## config.mk

```make
export PLATFORM = sky130hd
export DESIGN_NAME = generador_sensores
export DESIGN_NICKNAME = d
export VERILOG_FILES = /design/src/rtl/generador_sensores.sv
export SDC_FILE = /design/constraint.sdc
export NUM_CORES = 1
export LEC_CHECK = 0
export ABC_AREA = 1
export CORE_UTILIZATION = 51
export CTS_BUF_LIST = sky130_fd_sc_hd__clkbuf_4 sky130_fd_sc_hd__clkbuf_8
export CTS_CLUSTER_SIZE = 25
export DETAILED_ROUTE_END_ITERATION = 10
export PLACE_DENSITY = 0.78
export SLEW_MARGIN = 30
export SYNTH_ARGS = -nofsm -noshare
export SYNTH_HDL_FRONTEND = slang
export SYNTH_SLANG_ARGS = --single-unit
```

## constraint.sdc

```tcl
create_clock -name clk -period 1.27 [get_ports clk]
set_input_delay 0.1905 -clock clk [delete_from_list [all_inputs] [get_ports clk]]
set_output_delay 0.1905 -clock clk [all_outputs]
set_load 0.1 [all_outputs]
```

## src/rtl/generador_sensores.sv

```systemverilog
// generador_sensores: plays one timed A/B quadrature vehicle pass (entry or exit) for entrada_salida.
// Optional contact-bounce modelling is enabled by defining GENERADOR_REBOTE_EN.
module generador_sensores #(
  parameter int unsigned HOLD_CYCLES = 5,
  parameter int unsigned GAP_CYCLES  = 2,
  parameter int unsigned CW          = 8
) (
  input  logic       clk,
  input  logic       reset,
  input  logic       start,
  input  logic       dir,
  input  logic       abort,
  output logic       A,
  output logic       B,
  output logic       busy,
  output logic       done,
  output logic [2:0] fase,
  output logic [7:0] pasadas
);

  typedef enum logic [2:0] {
    IDLE = 3'b000,
    F1   = 3'b001,
    F2   = 3'b010,
    F3   = 3'b011,
    GAP  = 3'b100
  } estado_t;

  localparam logic [CW-1:0] HOLD_LAST = CW'(HOLD_CYCLES - 1);
  localparam logic [CW-1:0] GAP_LAST  = CW'(GAP_CYCLES - 1);

  estado_t       estado;
  logic          dir_q;
  logic [CW-1:0] timer;
  logic          fin_fase;

  // AB value held during a phase; exit mirrors entry so the sequence stays Gray-coded
  function automatic logic [1:0] ab_de(input estado_t e, input logic d);
    case (e)
      F1:      ab_de = d ? 2'b01 : 2'b10;
      F2:      ab_de = 2'b11;
      F3:      ab_de = d ? 2'b10 : 2'b01;
      default: ab_de = 2'b00;
    endcase
  endfunction

  function automatic estado_t siguiente(input estado_t e);
    case (e)
      IDLE:    siguiente = F1;
      F1:      siguiente = F2;
      F2:      siguiente = F3;
      F3:      siguiente = GAP;
      default: siguiente = IDLE;
    endcase
  endfunction

`ifdef GENERADOR_REBOTE_EN
  function automatic estado_t anterior(input estado_t e);
    case (e)
      F2:      anterior = F1;
      F3:      anterior = F2;
      GAP:     anterior = F3;
      default: anterior = IDLE;
    endcase
  endfunction
`endif

  assign fin_fase = (estado == GAP) ? (timer == GAP_LAST) : (timer == HOLD_LAST);
  assign fase     = estado;

  always_ff @(posedge clk or posedge reset) begin
    if (reset) begin
      estado  <= IDLE;
      dir_q   <= 1'b0;
      timer   <= '0;
      A       <= 1'b0;
      B       <= 1'b0;
      busy    <= 1'b0;
      done    <= 1'b0;
      pasadas <= '0;
    end else begin
      done <= 1'b0;
      case (estado)
        IDLE: begin
          if (start && !abort) begin
            estado <= F1;
            dir_q  <= dir;
            timer  <= '0;
            {A, B} <= ab_de(F1, dir);
            busy   <= 1'b1;
          end
        end
        F1, F2, F3, GAP: begin
          if (abort) begin
            estado <= IDLE;
            timer  <= '0;
            {A, B} <= 2'b00;
            busy   <= 1'b0;
          end else if (fin_fase) begin
            estado <= siguiente(estado);
            timer  <= '0;
            {A, B} <= ab_de(siguiente(estado), dir_q);
            busy   <= (estado != GAP);
            if (estado == GAP) begin
              done    <= 1'b1;
              pasadas <= pasadas + 8'd1;
            end
          end else begin
            timer <= timer + CW'(1);
`ifdef GENERADOR_REBOTE_EN
            // second cycle of a phase reverts the toggled bit, then it settles again
            if (HOLD_CYCLES >= 3 && timer == '0)
              {A, B} <= ab_de(anterior(estado), dir_q);
            else
              {A, B} <= ab_de(estado, dir_q);
`endif
          end
        end
        default: begin
          estado <= IDLE;
          timer  <= '0;
          {A, B} <= 2'b00;
          busy   <= 1'b0;
        end
      endcase
    end
  end

endmodule

```

==> metrics.md, run 1 <==
| Metric | Value |
|---|---|
| Outcome | `complete, but fails checks` |
| Failing checks | `negative setup slack` |
| PD cells | `1750 nW/um2` |
| Via count | `1562` |
| Post-Syn Nets | `205` |
| Nets@finish | `261` |
| FMAX | `~0.66 GHz` |
| Initial antenna violation count | `0` |
| CTS buffer count | `3` |
| Hpwl dp | `2.66 mm` |
| Register Area | `616 um2` |
| Kind of start point of the critical path | `flip-flop` |
| GRT overflow | `0` |
| Leakage | `1.17 nW` |
| Final worst slack | `-255 ps` |
| Initial DRT Pass Iterations | `4` |
| Area of the multi-input gates | `888 um2` |
| Vias in the first global route | `1465` |
| Adder-cell share of the synthesized area | `under 10%` |
| Gate Count Post-Synth | `198` |
| Ys Warns | `0` |
| Final Hold Viols | `0` |
| Worst-Margin Slew | `321 ps` |
| Die W | `56.0 um` |
| Synth cell types | `23` |
| Area delta synth->final | `54.1%` |
| Worst slew margin | `78.6%` |
| Global-route wire length before repair | `6.23 mm` |
| ANT cells | `0` |
| Root Buffer | `clkbuf_4` |
| H-tree depth | `1` |
| Clk buf depth | `2` |
| Fin crit period | `1520 ps` |
| Syn avg cell area | `7.51 um2` |
| Routed WL per cell | `14.7 um` |
| Final-report max-slew violation count | `0` |
| Worst Setup End Kind | `flip-flop` |
| Critical Path RT | `between 1500 and 2000 ps` |
| Share of the synthesized area in the top cell type | `40.4%` |
| Sequential share of the synthesized area | `40.4%` |
| Post-synthesis mux area share | `0%` |
| Core area | `between 2000 and 3000 um2` |
| WL final | `4.18 mm` |
| Most common cell in the netlist | `nand2_1` |
| Synth cell count leaders | `nand2_1, inv_1, dfrtp_1` |
| Initial cell density of the core | `53.9%` |
| Dpl ws | `-277 ps` |
| Detailed-route vias per instance | `5.50` |
| CP Class | `flip-flop to flip-flop` |
| Std cell rows | `19` |
| # Max-Cap Violations | `0` |
| Ports | `20` |
| Clock sinks | `24` |
| Simple-gate share of the synthesized area | `39.6%` |
| Fraction of registers with async set/reset | `100%` |
| Largest cells by area after synthesis | `dfrtp_1, nand2_1, nand3_1, inv_1, nand2_4` |
| 1st-iter DRT viols | `between 50 and 60` |
| Largest net degree at the start of global routing | `25` |
| Fillers | `approximately 160` |
| Main synth FF type | `dfrtp_1` |
| Reg2Reg Setup Slack | `-250 ps` |
| CTS tree | `done` |
| Final Power | `about 4 mW` |
| Drt drc | `0` |
| Post-synth EDFFs | `0` |
| I/O Buffers | `19` |
| Synthesized cell area | `1490 um2` |
| Post-cts hold buffer count | `0` |
| Worst EP arrival | `1770 ps` |
| Final setup fails | `27` |
| Clock transition at path regs | `roughly 150 ps` |
| Layout Skew | `6.97 ps` |
| Area leader, netlist | `dfrtp_1` |
| All-Layer GR Usage | `24.6%` |
| Largest family of logic cells by synthesized area | `simple AND/OR/NAND/NOR gates` |
| Final Wtd Congestion | `~0.84` |
| RSZ-0062 raised after global routing | `true` |
| XOR/XNOR share of the synthesized area | `under 10%` |
| Die area | `3130 um2` |
| CP max FO | `6` |
| Share of cells above drive strength 1 | `37.2%` |
| Synth Area in Compound Gates | `4.63%` |
| Maximum VDD drop | `2.07 mV` |
| Die Ht | `~56 um` |
| Period utilisation layout | `120%` |
| Final ANT Viol Nets | `0` |
| Min-Delay Path Class | `input port to async pin` |
| Yosys reg bits | `24` |
| Clock latency on the worst-skew pair | `340 ps` |
-- worst paths after layout --
| check | startpoint | to | cells after the start |
|---|---|---|---|
| max | fase[1]$_DFFE_PP0P_ | pasadas[3]$_DFFE_PP0P_ | 6 |
| min | reset | pasadas[6]$_DFFE_PP0P_ | 3 |
| max reg2reg | fase[1]$_DFFE_PP0P_ | pasadas[3]$_DFFE_PP0P_ | 6 |
| min reg2reg | pasadas[0]$_DFFE_PP0P_ | pasadas[0]$_DFFE_PP0P_ | 1 |
| max in group asynchronous | reset | fase[2]$_DFFE_PP0P_ | 3 |
| min in group clk | dir | dir_q$_DFFE_PP0P_ | 3 |
-- worst max-delay path, stage by stage, from the launching register on --
cell and delay, ps:
dfrtp_4 530, nor2_4 180, nand3_2 120, nand2_4 120
nand4_1 230, nand2_1 180, nand2_1 70
-- cells by family after synthesis --
group / count (synthesis)
AOI/OAI and AO/OA: 13
adders and majority gates: 2
DFF: 24
and+or+nand+nor: 121
xor gates and xnor gates: 9
buffers and inverters: 29
-- layout by cell type, fill, tap and decap left out, drive strengths merged --
cell           count
a21oi              1
buf               47
clkbuf             4
clkdlybuf4s50      4
dfrtp             24
ha                 2
inv               27
nand2             76
nand3             20
nand3b             1
nand4             10
nor2              14
nor3               1
o21ai             10
o21bai             1
o22ai              1
or2                1
xnor2              2
xor2               7
-- through the flow --
step	TNS, ps	util, %	cell area, um2	hold slack [ps]	cells
finish	-4630	83.1	2290	176	284
global route	-6170	83.1	2290	213	284
CTS	-2710	78.0	2150	194	276
detailed placement	-4790	75.1	2070	524	272
global placement	-4030	75.1	2070	510	272
floorplan	-6540	-	1520	205	198
-- per-layer routing --
layer | part of all wire [%] | vias up | wire length [um] | track usage [%]
met2 | 53 | 60 | 2220 | 44.7
met4 | 3.1 | 0 | 128 | 7.32
li1 | - | 743 | - | -
met3 | 5.0 | 19 | 209 | 2.56
met5 | 0 | - | 0 | 0
met1 | 39 | 740 | 1610 | 30.7
-- final cells by class --
class | count | area share [%]
well taps | 31 | 1.69
repair buffers | 51 | 26.7
flip-flops and latches | 24 | 26.9
inverters | 27 | 4.64
multi-input cells | 147 | 38.8
clock buffers | 4 | 1.31
-- sequential cells by signal, indices dropped and copies added (netlist names) --
register / flops
busy: 1
B: 1
dir_q: 1
fase: 3
pasadas: 8
timer: 8
A: 1
done: 1
-- report_power, final --
part	switching (mW)	internal [mW]
sequential	0.165	0.894
clock	0.263	0.145
combinational	1.56	0.978
-- timing repair --
action                     in CTS  in global routing
hold endpoints to repair        0                  0
setup endpoints to repair      27                 27
resized for setup              11                 16
gates cloned                    0                  2
pin swaps                       5                 10
buffers inserted                0                  6
(Power assumes the default switching activity.)
==> run 2, diff against run 1 <==
- SLEW_MARGIN: 30 -> 10
==> results of run 2 <==
Final layout, timing and power as in run 1 (identical DEF).
